`config.mk`:
```
export PLATFORM = sky130hd
export DESIGN_NAME = cnn_kernel_fetcher_flat
export DESIGN_NICKNAME = d
export VERILOG_FILES = /design/src/rtl/cnn_kernel_fetcher_pkg.sv /design/src/rtl/cnn_kernel_fetcher_if.sv /design/src/rtl/cnn_kernel_fetcher_kernel_out_reg.sv /design/src/rtl/cnn_kernel_fetcher.sv /design/src/flat_wrapper.sv
export SDC_FILE = /design/constraint.sdc
export NUM_CORES = 1
export LEC_CHECK = 0
export CORE_AREA = 2 2 342 344
export DETAILED_ROUTE_END_ITERATION = 10
export DIE_AREA = 0 0 344 346
export DONT_BUFFER_PORTS = 1
export GPL_TIMING_DRIVEN = 0
export PLACE_DENSITY = 0.35
export SLEW_MARGIN = 0
export SYNTH_ARGS = -nofsm -noshare
export SYNTH_HDL_FRONTEND = slang
export SYNTH_HIERARCHICAL = 1
export SYNTH_SLANG_ARGS = --single-unit
```
`constraint.sdc`:
```
create_clock -name clk -period 5.3 [get_ports clk]
set_clock_uncertainty 0.05 [all_clocks]
set_input_delay 0.53 -clock clk [delete_from_list [all_inputs] [get_ports clk]]
set_output_delay 0.53 -clock clk [all_outputs]
set_load 0.02 [all_outputs]
```
`src/rtl/cnn_kernel_fetcher_pkg.sv`:
```
// Shared widths, payload types and FSM encoding for the CNN parameter-memory kernel fetcher.
// Optional checksum support is selected with FETCH_CHECKSUM_EN.
package cnn_mem_pkg;
    localparam int WORD_W    = 16;
    localparam int KWORDS    = 25;
    localparam int MEM_WORDS = 50704;

    typedef logic [WORD_W-1:0]        word_t;
    typedef logic [KWORDS*WORD_W-1:0] kernel_t;

    typedef enum logic [2:0] {
        S_IDLE,
        S_CHECK,
        S_ISSUE,
        S_WAIT,
        S_HOLD,
        S_FIN
    } state_t;
endpackage

```
`src/rtl/cnn_kernel_fetcher_if.sv`:
```
// Kernel stream from the fetcher to the convolution engine (valid/ready).
interface cnn_kernel_fetcher_if;
    import cnn_mem_pkg::*;

    kernel_t     k_data;
    logic        k_valid;
    logic        k_ready;
    logic [15:0] k_index;
    logic        k_last;

    modport master (output k_data, k_valid, k_index, k_last, input k_ready);
    modport slave  (input k_data, k_valid, k_index, k_last, output k_ready);
endinterface

```
`src/rtl/cnn_kernel_fetcher_kernel_out_reg.sv`:
```
// One-entry output holding register: keeps the kernel stable under backpressure.
// With FETCH_CHECKSUM_EN it also sums every accepted kernel's words (mod 2^16).
module kernel_out_reg
    import cnn_mem_pkg::*;
(
    input  logic                 clk,
    input  logic                 rst_n,
    input  logic                 i_load,
    input  logic                 i_clear,
    input  kernel_t              i_data,
    input  logic [15:0]          i_index,
    input  logic                 i_last,
    output logic                 o_accept,
    cnn_kernel_fetcher_if.master k_if
`ifdef FETCH_CHECKSUM_EN
    ,
    output word_t                o_csum
`endif
);
    kernel_t     r_data;
    logic        r_valid;
    logic [15:0] r_index;
    logic        r_last;

    assign o_accept = r_valid & k_if.k_ready;

    always_ff @(posedge clk) begin
        if (!rst_n) begin
            r_data  <= '0;
            r_valid <= 1'b0;
            r_index <= '0;
            r_last  <= 1'b0;
        end else if (i_load) begin
            r_data  <= i_data;
            r_valid <= 1'b1;
            r_index <= i_index;
            r_last  <= i_last;
        end else if (o_accept) begin
            r_valid <= 1'b0;
        end
    end

    assign k_if.k_data  = r_data;
    assign k_if.k_valid = r_valid;
    assign k_if.k_index = r_index;
    assign k_if.k_last  = r_last;

`ifdef FETCH_CHECKSUM_EN
    word_t w_ksum;
    word_t r_csum;

    always_comb begin
        w_ksum = '0;
        for (int j = 0; j < KWORDS; j++) begin
            w_ksum = w_ksum + r_data[j*WORD_W +: WORD_W];
        end
    end

    // A start cannot coincide with a handshake, so clear simply wins.
    always_ff @(posedge clk) begin
        if (!rst_n || i_clear) begin
            r_csum <= '0;
        end else if (o_accept) begin
            r_csum <= r_csum + w_ksum;
        end
    end

    assign o_csum = r_csum;
`endif
endmodule

```
`src/rtl/cnn_kernel_fetcher.sv`:
```
// Reads NUM 25-word kernels from CNN parameter memory and streams them to the conv engine.
// Define FETCH_CHECKSUM_EN to add the csum output for loader verification.
module cnn_kernel_fetcher
    import cnn_mem_pkg::*;
#(
    parameter int ADDR_W = 16,
    parameter int RD_LAT = 1
) (
    input  logic                 clk,
    input  logic                 rst_n,
    input  logic                 start,
    input  logic [ADDR_W-1:0]    base_addr,
    input  logic [15:0]          num_kernels,
    output logic [ADDR_W-1:0]    mem_address,
    output logic                 mem_write_enable,
    input  kernel_t              mem_data_out,
    cnn_kernel_fetcher_if.master k_if,
    output logic                 busy,
    output logic                 done,
    output logic                 addr_err
`ifdef FETCH_CHECKSUM_EN
    ,
    output word_t                csum
`endif
);
    // state   | meaning
    // IDLE    | waiting for start
    // CHECK   | range-check the requested kernel span
    // ISSUE   | present cur_addr to memory
    // WAIT    | count RD_LAT cycles of read latency
    // HOLD    | kernel presented, waiting for handshake
    // FIN     | one-cycle done pulse

    state_t            r_state;
    state_t            w_state_nxt;
    logic [ADDR_W-1:0] r_base;
    logic [15:0]       r_num;
    logic [ADDR_W-1:0] r_cur_addr;
    logic [15:0]       r_idx;
    logic [1:0]        r_wait_cnt;
    logic              r_addr_err;
    logic [32:0]       w_end;
    logic              w_range_err;
    logic              w_load;
    logic              w_last;
    logic              w_accept;
    logic              w_start_acc;

    assign w_end       = 33'(r_base) + 33'(r_num) * 33'(KWORDS) - 33'd1;
    assign w_range_err = w_end > 33'(MEM_WORDS - 1);
    assign w_start_acc = (r_state == S_IDLE) && start;
    assign w_load      = (r_state == S_WAIT) && (r_wait_cnt == 2'd0);
    assign w_last      = (r_idx == r_num - 16'd1);

    always_ff @(posedge clk) begin
        if (!rst_n) begin
            r_state <= S_IDLE;
        end else begin
            r_state <= w_state_nxt;
        end
    end

    always_comb begin
        w_state_nxt = r_state;
        unique case (r_state)
            S_IDLE:  if (start) w_state_nxt = S_CHECK;
            S_CHECK: begin
                if (r_num == 16'd0 || w_range_err) w_state_nxt = S_FIN;
                else                               w_state_nxt = S_ISSUE;
            end
            S_ISSUE: w_state_nxt = S_WAIT;
            S_WAIT:  if (r_wait_cnt == 2'd0) w_state_nxt = S_HOLD;
            S_HOLD:  if (w_accept) w_state_nxt = k_if.k_last ? S_FIN : S_ISSUE;
            S_FIN:   w_state_nxt = S_IDLE;
            default: w_state_nxt = S_IDLE;
        endcase
    end

    // cur_addr only moves on entry to ISSUE, so it doubles as the held memory address.
    always_ff @(posedge clk) begin
        if (!rst_n) begin
            r_base     <= '0;
            r_num      <= '0;
            r_cur_addr <= '0;
            r_idx      <= '0;
            r_wait_cnt <= '0;
            r_addr_err <= 1'b0;
        end else begin
            unique case (r_state)
                S_IDLE: begin
                    if (start) begin
                        r_base     <= base_addr;
                        r_num      <= num_kernels;
                        r_addr_err <= 1'b0;
                    end
                end
                S_CHECK: begin
                    if (r_num != 16'd0) begin
                        if (w_range_err) begin
                            r_addr_err <= 1'b1;
                        end else begin
                            r_cur_addr <= r_base;
                            r_idx      <= '0;
                        end
                    end
                end
                S_ISSUE: r_wait_cnt <= 2'(RD_LAT - 1);
                S_WAIT:  if (r_wait_cnt != 2'd0) r_wait_cnt <= r_wait_cnt - 2'd1;
                S_HOLD: begin
                    if (w_accept) begin
                        r_idx <= r_idx + 16'd1;
                        if (!k_if.k_last) r_cur_addr <= r_cur_addr + ADDR_W'(KWORDS);
                    end
                end
                default: ;
            endcase
        end
    end

    kernel_out_reg u_out (
        .clk      (clk),
        .rst_n    (rst_n),
        .i_load   (w_load),
        .i_clear  (w_start_acc),
        .i_data   (mem_data_out),
        .i_index  (r_idx),
        .i_last   (w_last),
        .o_accept (w_accept),
        .k_if     (k_if)
`ifdef FETCH_CHECKSUM_EN
        ,
        .o_csum   (csum)
`endif
    );

    assign mem_address      = r_cur_addr;
    assign mem_write_enable = 1'b0;
    assign busy             = (r_state != S_IDLE);
    assign done             = (r_state == S_FIN);
    assign addr_err         = r_addr_err;
endmodule
```
`src/flat_wrapper.sv`:
```
// flat-port wrapper written by rule: the top's interface ports become plain ports
module cnn_kernel_fetcher_flat import cnn_mem_pkg::*;
#(
    parameter int ADDR_W = 16,
    parameter int RD_LAT = 1
)
  (clk, rst_n, start, base_addr, num_kernels, mem_address, mem_write_enable, mem_data_out, busy, done, addr_err, k_if_k_data, k_if_k_valid, k_if_k_index, k_if_k_last, k_if_k_ready);
  cnn_kernel_fetcher_if k_if_i ();
  input  logic clk;
  input  logic rst_n;
  input  logic start;
  input  logic [ADDR_W-1:0] base_addr;
  input  logic [15:0] num_kernels;
  output logic [ADDR_W-1:0] mem_address;
  output logic mem_write_enable;
  input  kernel_t mem_data_out;
  output logic busy;
  output logic done;
  output logic addr_err;
  output wire logic [$bits(k_if_i.k_data)-1:0] k_if_k_data;
  output wire logic [$bits(k_if_i.k_valid)-1:0] k_if_k_valid;
  output wire logic [$bits(k_if_i.k_index)-1:0] k_if_k_index;
  output wire logic [$bits(k_if_i.k_last)-1:0] k_if_k_last;
  input wire logic [$bits(k_if_i.k_ready)-1:0] k_if_k_ready;
  assign k_if_k_data = k_if_i.k_data;
  assign k_if_k_valid = k_if_i.k_valid;
  assign k_if_k_index = k_if_i.k_index;
  assign k_if_k_last = k_if_i.k_last;
  assign k_if_i.k_ready = k_if_k_ready;
  cnn_kernel_fetcher #(.ADDR_W(ADDR_W), .RD_LAT(RD_LAT)) u_core (.clk(clk), .rst_n(rst_n), .start(start), .base_addr(base_addr), .num_kernels(num_kernels), .mem_address(mem_address), .mem_write_enable(mem_write_enable), .mem_data_out(mem_data_out), .k_if(k_if_i), .busy(busy), .done(done), .addr_err(addr_err));
endmodule
```
==> results.toml, run 1 <==
[sta]
maxSlewHeadroom = 0.4010
slew_viol_final = 0
min_period_ns = 5.330
whs_ns = 0.05676
worst_slew_pin_slew_ns = 0.8903
fin_crit_sh = 1.006
setup_tns_ns = -0.02996
setup_viol = 1
fmax_mhz = 187.6
setup_ws_ns = -0.02996
rsz0062_at_grt = "true"
hold_violations = 0

[finish]
final_cells = 4308
num-nets-final = 3267
multiInputGateArea_mm2 = 0.01193
fillers = 12207
final-seq-area_mm2 = 0.009811
fin_util = 0.2708
layout_common_cells = "dfxtp_1, mux2i_1, nor2b_1, dlygate4sd3_1, inv_1"
area_growth_pct = 37.95
final_common_cell = "dfxtp_1"
drive_above_1_share = 0.09409

[grt]
first_global_vias = 18873
gr-total-overflow = 0
grt_max_degree = 12
antenna_found_initial = 50
track_usage = 0.1759
grt_pass1_wl_um = 148200

[worst_hold_path]
min_path_cells = 2
worstHoldStart = "mem_data_out[47]"
min_to = "u_core/u_out/k_if.k_data[47]$_SDFFE_PN0P_"
hold_class = "in -> reg"

[critical_path]
path_max_fanout = 8
timing.rr.end = "u_core/r_idx[12]$_SDFFE_PN0P_"
r2r_slack_ns = -0.03
required_ns = 5.79
reg2reg_from = "u_core/r_num[3]$_SDFFE_PN0P_"
crit_arrival_ns = 5.82
rr_worst_depth = 22
start_kind = "flip-flop"
crit_path_end_kind = "flip-flop"
critPathKind = "reg -> reg"

[logic_synthesis]
async_flop_share = 0
synth_seq_cells = 488
ys.flop_type = "dfxtp_1"
synthCells = 2244
netlist_area_mm2 = 0.02265
synth-edff-count = 0
seq_area_frac_synth = 0.4312
synth_warnings = 6
synth.distinct_cells = 73
synth.avg_cell_area_um2 = 10.10
syn-num-nets = 2780

[clock_tree]
path_clk_slew_ns = 0.06
clk_path_buf_depth = 3
cts_root_buf = "clkbuf_16"
cts_buffers = 67
cts_tree = "built"
clkLatencyLatePin_ns = 0.63
cts_sinks = 488
htreeDepth = 3

[detailed_routing]
drt_iter0_markers = 660
routed_wl_um = 108500
firstDrtPassIters = 5
via_per_inst = 4.211
antenna_left = 0
drc = 0
via_count = 18143
wl_per_cell_um = 25.19

[job]
cap_violations = 0

[place]
dp.cells = 3768
dpl.hpwl_um = 88710
routabilityCongestion = 0.8784
io_buffers = 0

[pwr]
p_leak_uw = 0.01058
pwr_density_cell_mw_per_mm2 = 497.5
ir_drop_mv = 0.3858

[outcome]
violations = "negative setup slack"
status = "finished, violations left"

[floorplanning]
die_w_um = 344
ioPinCount = 874
dieHeight_um = 346
coreArea_mm2 = 0.1154
die_area_mm2 = 0.1190
initial_core_util = 0.1963
rows = 125
[power breakdown]
group / switching [µW] / internal (µW) / total, µW
Clock: 1850 / 2620 / 4460
Combinational: 3800 / 2880 / 6680
Sequential: 496 / 3910 / 4400
Total: 6150 / 9400 / 15500
[worst max-delay path: stages, from the launching register on]
cell      delay [ns]
dfxtp_4         0.36
inv_4           0.05
ha_4            0.25
inv_2           0.03
fa_1            0.45
ha_1            0.31
inv_2           0.04
fa_1            0.49
inv_2           0.05
ha_4            0.20
buf_6           0.11
a211oi_2        0.23
o21ba_4         0.20
o22ai_4         0.08
or4_1           0.50
a311o_1         0.37
a2111o_1        0.35
a2111o_1        0.41
buf_6           0.16
buf_12          0.15
buf_8           0.12
a21oi_2         0.12
mux2i_1         0.18
[logic make-up after synthesis]
| group | after synthesis | share of synthesized area |
|---|---|---|
| buffers and inverters | 270 | 0.05495 |
| XOR/XNOR | 32 | 0.01237 |
| multiplexers | 431 | 0.1904 |
| flip-flops | 488 | 0.4312 |
| AND/OR/NAND/NOR | 698 | 0.1754 |
| AO/OA/AOI/OAI | 224 | 0.07125 |
| adder cells (fa/ha/maj) | 100 | 0.06418 |
| other | 1 | 0.0001655 |
[cell type report]
| class | instances | area share |
|---|---|---|
| sequential | 488 | 0.3139 |
| clock inverter | 24 | 0.009969 |
| multi-input combinational | 1486 | 0.3818 |
| clock buffer | 88 | 0.05777 |
| timing repair buffer | 421 | 0.1334 |
| buffer | 132 | 0.02470 |
| inverter | 135 | 0.01662 |
| tap | 1524 | 0.06102 |
| antenna | 10 | 0.0008007 |
[through the flow]
step	area [µm²]	power (µW)	worst slack, ns
after global routing	31240	16640	-0.1993
after detailed placement	24560	10140	-0.6834
final	31250	15550	-0.02996
after CTS	30840	15280	-0.04700
after global placement	24560	10140	-0.6561
after floorplan	22650	8661	0.05953
[synthesized netlist by cell type, drive strengths merged, types with 3 or more instances]
cell type | n | area [µm²]
buf | 60 | 456.7
a211o | 3 | 26.28
a32oi | 5 | 43.79
dfxtp | 488 | 9769
inv | 135 | 506.7
nor2 | 43 | 163.9
xnor2 | 20 | 175.2
a21boi | 36 | 270.3
and3 | 13 | 81.33
and4 | 3 | 26.28
fa | 27 | 540.5
and2 | 13 | 81.33
a21o | 9 | 67.56
a221oi | 3 | 26.28
a31oi | 14 | 87.58
nor3 | 8 | 40.04
mux2i | 431 | 4314
nor3b | 3 | 22.52
o21ai | 23 | 115.1
nand2b | 6 | 37.54
a22oi | 3 | 22.52
a21oi | 52 | 279.0
o221a | 10 | 112.6
o211ai | 11 | 82.58
o21a | 8 | 61.31
a41oi | 4 | 35.03
a211oi | 9 | 77.57
nand4 | 8 | 50.05
nand3 | 34 | 170.2
nand2 | 113 | 424.2
o2111ai | 4 | 35.03
nand3b | 17 | 127.6
o22ai | 7 | 50.05
nor4 | 4 | 25.02
ha | 73 | 913.4
clkbuf | 75 | 281.5
o31ai | 5 | 37.54
nor2b | 426 | 2665
xor2 | 12 | 105.1
[flip-flops by register name, summed over array words and instances (netlist names)]
| signal | flops |
|---|---|
| u_core/u_out/k_if.k_last | 1 |
| u_core/r_idx | 16 |
| u_core/r_num | 16 |
| u_core/u_out/k_if.k_data | 400 |
| u_core/r_state | 3 |
| u_core/mem_address | 16 |
| u_core/r_base | 16 |
| u_core/addr_err | 1 |
| u_core/r_wait_cnt | 2 |
| u_core/u_out/k_if.k_valid | 1 |
| u_core/u_out/k_if.k_index | 16 |
[worst max path at each step]
stage,startpoint,to
2_1_floorplan,u_core/r_num[1]$_SDFFE_PN0P_,u_core/r_idx[15]$_SDFFE_PN0P_
3_3_place_gp,u_core/r_num[0]$_SDFFE_PN0P_,u_core/mem_address[4]$_SDFFE_PN0P_
3_5_place_dp,u_core/r_num[2]$_SDFFE_PN0P_,u_core/mem_address[11]$_SDFFE_PN0P_
4_1_cts,u_core/r_num[2]$_SDFFE_PN0P_,u_core/mem_address[11]$_SDFFE_PN0P_
5_1_grt,u_core/r_num[3]$_SDFFE_PN0P_,u_core/r_idx[12]$_SDFFE_PN0P_
6_report,u_core/r_num[3]$_SDFFE_PN0P_,u_core/r_idx[12]$_SDFFE_PN0P_
[repair_timing]
action | 4_1_cts | 5_1_grt
gates resized for setup | 52 | 55
hold endpoints to repair | 395 | 0
setup endpoints to repair | 36 | 36
pin swaps | 10 | 27
hold buffers | 395 | 0
buffers inserted | 10 | 16
[metal layers]
layer	wire length, µm	global-route usage	share of wire	up-vias
li1	-	-	-	8541
met1	41990	0.1957	0.39	8758
met2	53010	0.3040	0.49	644
met3	10590	0.07532	0.098	174
met4	2773	0.04765	0.026	26
met5	156	0	0.0014	-
No activity file was read; power rests on OpenSTA's default activity.
==> run 2, diff against run 1 <==
--- a/config.mk
+++ b/config.mk
@@ -10,7 +10,7 @@
 export DIE_AREA = 0 0 344 346
 export DONT_BUFFER_PORTS = 1
 export GPL_TIMING_DRIVEN = 0
-export PLACE_DENSITY = 0.35
+export PLACE_DENSITY_LB_ADDON = 0.2
 export SLEW_MARGIN = 0
 export SYNTH_ARGS = -nofsm -noshare
 export SYNTH_HDL_FRONTEND = slang
==> results.toml, run 2 (synthesis gave the netlist of run 1 again) <==
[outcome]
status = "finished clean"

[sta]
hold_violations = 0
setup_viol = 0
fmax_mhz = 192.3
setup_ws_ns = 0.09899
worst_slew_pin_slew_ns = 1.075
min_period_ns = 5.201
rsz0062_at_grt = "true"
maxSlewHeadroom = 0.2832
fin_crit_sh = 0.9813
slew_viol_final = 0
setup_tns_ns = 0

[grt]
grt_max_degree = 18
grt_pass1_wl_um = 143400
track_usage = 0.1683
gr-total-overflow = 0
antenna_found_initial = 38
grt_use_met2 = 0.2822
grtUsageMet1 = 0.1905
first_global_vias = 18806
grtUsageMet3 = 0.07532
grt-busiest-layer = "met2"

[finish]
final_common_cell = "dfxtp_1"
final_cells = 4355
final-seq-area_mm2 = 0.009821
layout_common_cells = "dfxtp_1, dlygate4sd3_1, mux2i_1, nor2b_1, inv_1"
multiInputGateArea_mm2 = 0.01197
num-nets-final = 3305
fillers = 12106
drive_above_1_share = 0.1000
largest_reg_flops = 400
area_growth_pct = 40.03

[detailed_routing]
via_per_inst = 4.206
antenna_left = 0
drt_iter0_markers = 854
drc = 0
via_count = 18318
firstDrtPassIters = 5
wl_per_cell_um = 24.00
routed_wl_um = 104500

[critical_path]
crit_path_end_kind = "flip-flop"
path_max_fanout = 8
required_ns = 5.84
rr_worst_depth = 20
r2r_slack_ns = 0.1
crit_arrival_ns = 5.74
timing.rr.end = "u_core/r_idx[15]$_SDFFE_PN0P_"
reg2reg_from = "u_core/r_num[2]$_SDFFE_PN0P_"
start_kind = "flip-flop"
critPathKind = "reg -> reg"

[pwr]
pwr_density_cell_mw_per_mm2 = 494.1
ir_drop_mv = 0.3767
finalPower_uw = 15670
p_leak_uw = 0.01077

[floorplanning]
die_w_um = 344
ioPinCount = 874
dieHeight_um = 346
coreArea_mm2 = 0.1154
rows = 125
initial_core_util = 0.1963
die_area_mm2 = 0.1190

[worst_hold_path]
min_to = "u_core/r_num[12]$_SDFFE_PN0P_"
hold_class = "in -> reg"
worstHoldStart = "num_kernels[12]"
min_path_cells = 2

[job]
cap_violations = 0

[place]
post-place-ws_ns = -0.6934
dpl.hpwl_um = 85410
routabilityCongestion = 0.8984
io_buffers = 0
dp.cells = 3768

[clock_tree]
path_clk_slew_ns = 0.06
cts_tree = "built"
clkLatencyLatePin_ns = 0.67
cts_root_buf = "clkbuf_16"
cts_sinks = 488
cts_buffers = 61
htreeDepth = 2
clk_path_buf_depth = 3
## run 2: changes by cell type in the layout (fill, tap and decap cells not counted), sizes merged
cell         before  now
clkbuf          159  154
diode            10   12
dlygate4sd3     395  432
clkinvlp          5    3
inv             140  138
clkinv           10   17
bufinv            4    8
buf              87   93
## run 2: critical path, cell delays in order, from the launching register on
cell and delay, ns:
dfxtp_4 0.37, inv_6 0.05, ha_4 0.24, fa_1 0.49, inv_2 0.05, ha_4 0.25, inv_2 0.03, fa_1 0.52
inv_2 0.06, ha_4 0.26, o21a_1 0.12, o211ai_1 0.27, o22ai_4 0.13, or4_1 0.48, a311o_1 0.29, a2111o_1 0.38
a2111o_1 0.38, buf_6 0.16, buf_8 0.15, a21oi_1 0.19, mux2i_1 0.20
## run 2: cell type report
class | instances | area share
repair buffers | 466 | 0.1445
clock inverters | 31 | 0.01361
flip-flops and latches | 488 | 0.3096
clock buffers | 82 | 0.05345
multi-input cells | 1486 | 0.3774
plain buffers | 131 | 0.02402
inverters | 135 | 0.01637
well taps | 1524 | 0.06011
diodes | 12 | 0.0009466
## run 2: where the power goes
group          total (µW)  leakage [µW]  internal (µW)  switching [µW]
sequential           4400       0.00395           3910             492
clock                4420       0.00104           2640            1780
combinational        6860       0.00579           3040            3810
total               15700        0.0108           9590            6080
## run 2: per-layer routing
layer / vias to the layer above / share of wire
met4: 14 / 0.032
met3: 189 / 0.11
met1: 8803 / 0.39
met2: 697 / 0.47
li1: 8615 / -
met5: - / 0.00059
## run 2: stage by stage
step / cell area, µm² / util / hold WS (ns)
final: 31720 / 0.2748 / 0.1333
after global routing: 31700 / 0.2746 / 0.08408
after CTS: 31420 / 0.2722 / 0.03259
after detailed placement: 24560 / 0.2128 / 0.4153
after global placement: 24560 / 0.2128 / 0.4098
after floorplan: 22650 / - / 0.3935
## run 2: worst max path at each step
stage	from	slack, ns	to
2_1_floorplan	u_core/r_num[1]$_SDFFE_PN0P_	0.06	u_core/r_idx[15]$_SDFFE_PN0P_
3_3_place_gp	u_core/r_num[2]$_SDFFE_PN0P_	-0.64	u_core/mem_address[4]$_SDFFE_PN0P_
3_5_place_dp	u_core/r_num[1]$_SDFFE_PN0P_	-0.69	u_core/mem_address[4]$_SDFFE_PN0P_
4_1_cts	u_core/r_num[3]$_SDFFE_PN0P_	-0.02	u_core/r_idx[15]$_SDFFE_PN0P_
5_1_grt	u_core/r_num[10]$_SDFFE_PN0P_	-0.08	u_core/r_idx[7]$_SDFFE_PN0P_
6_report	u_core/r_num[2]$_SDFFE_PN0P_	0.1	u_core/r_idx[15]$_SDFFE_PN0P_
## run 2: repair_timing
item	in CTS	in global routing
hold endpoints to repair	432	0
buffers inserted	16	18
hold buffers	432	0
pin swaps	10	14
resized for setup	82	40
setup endpoints to repair	36	33
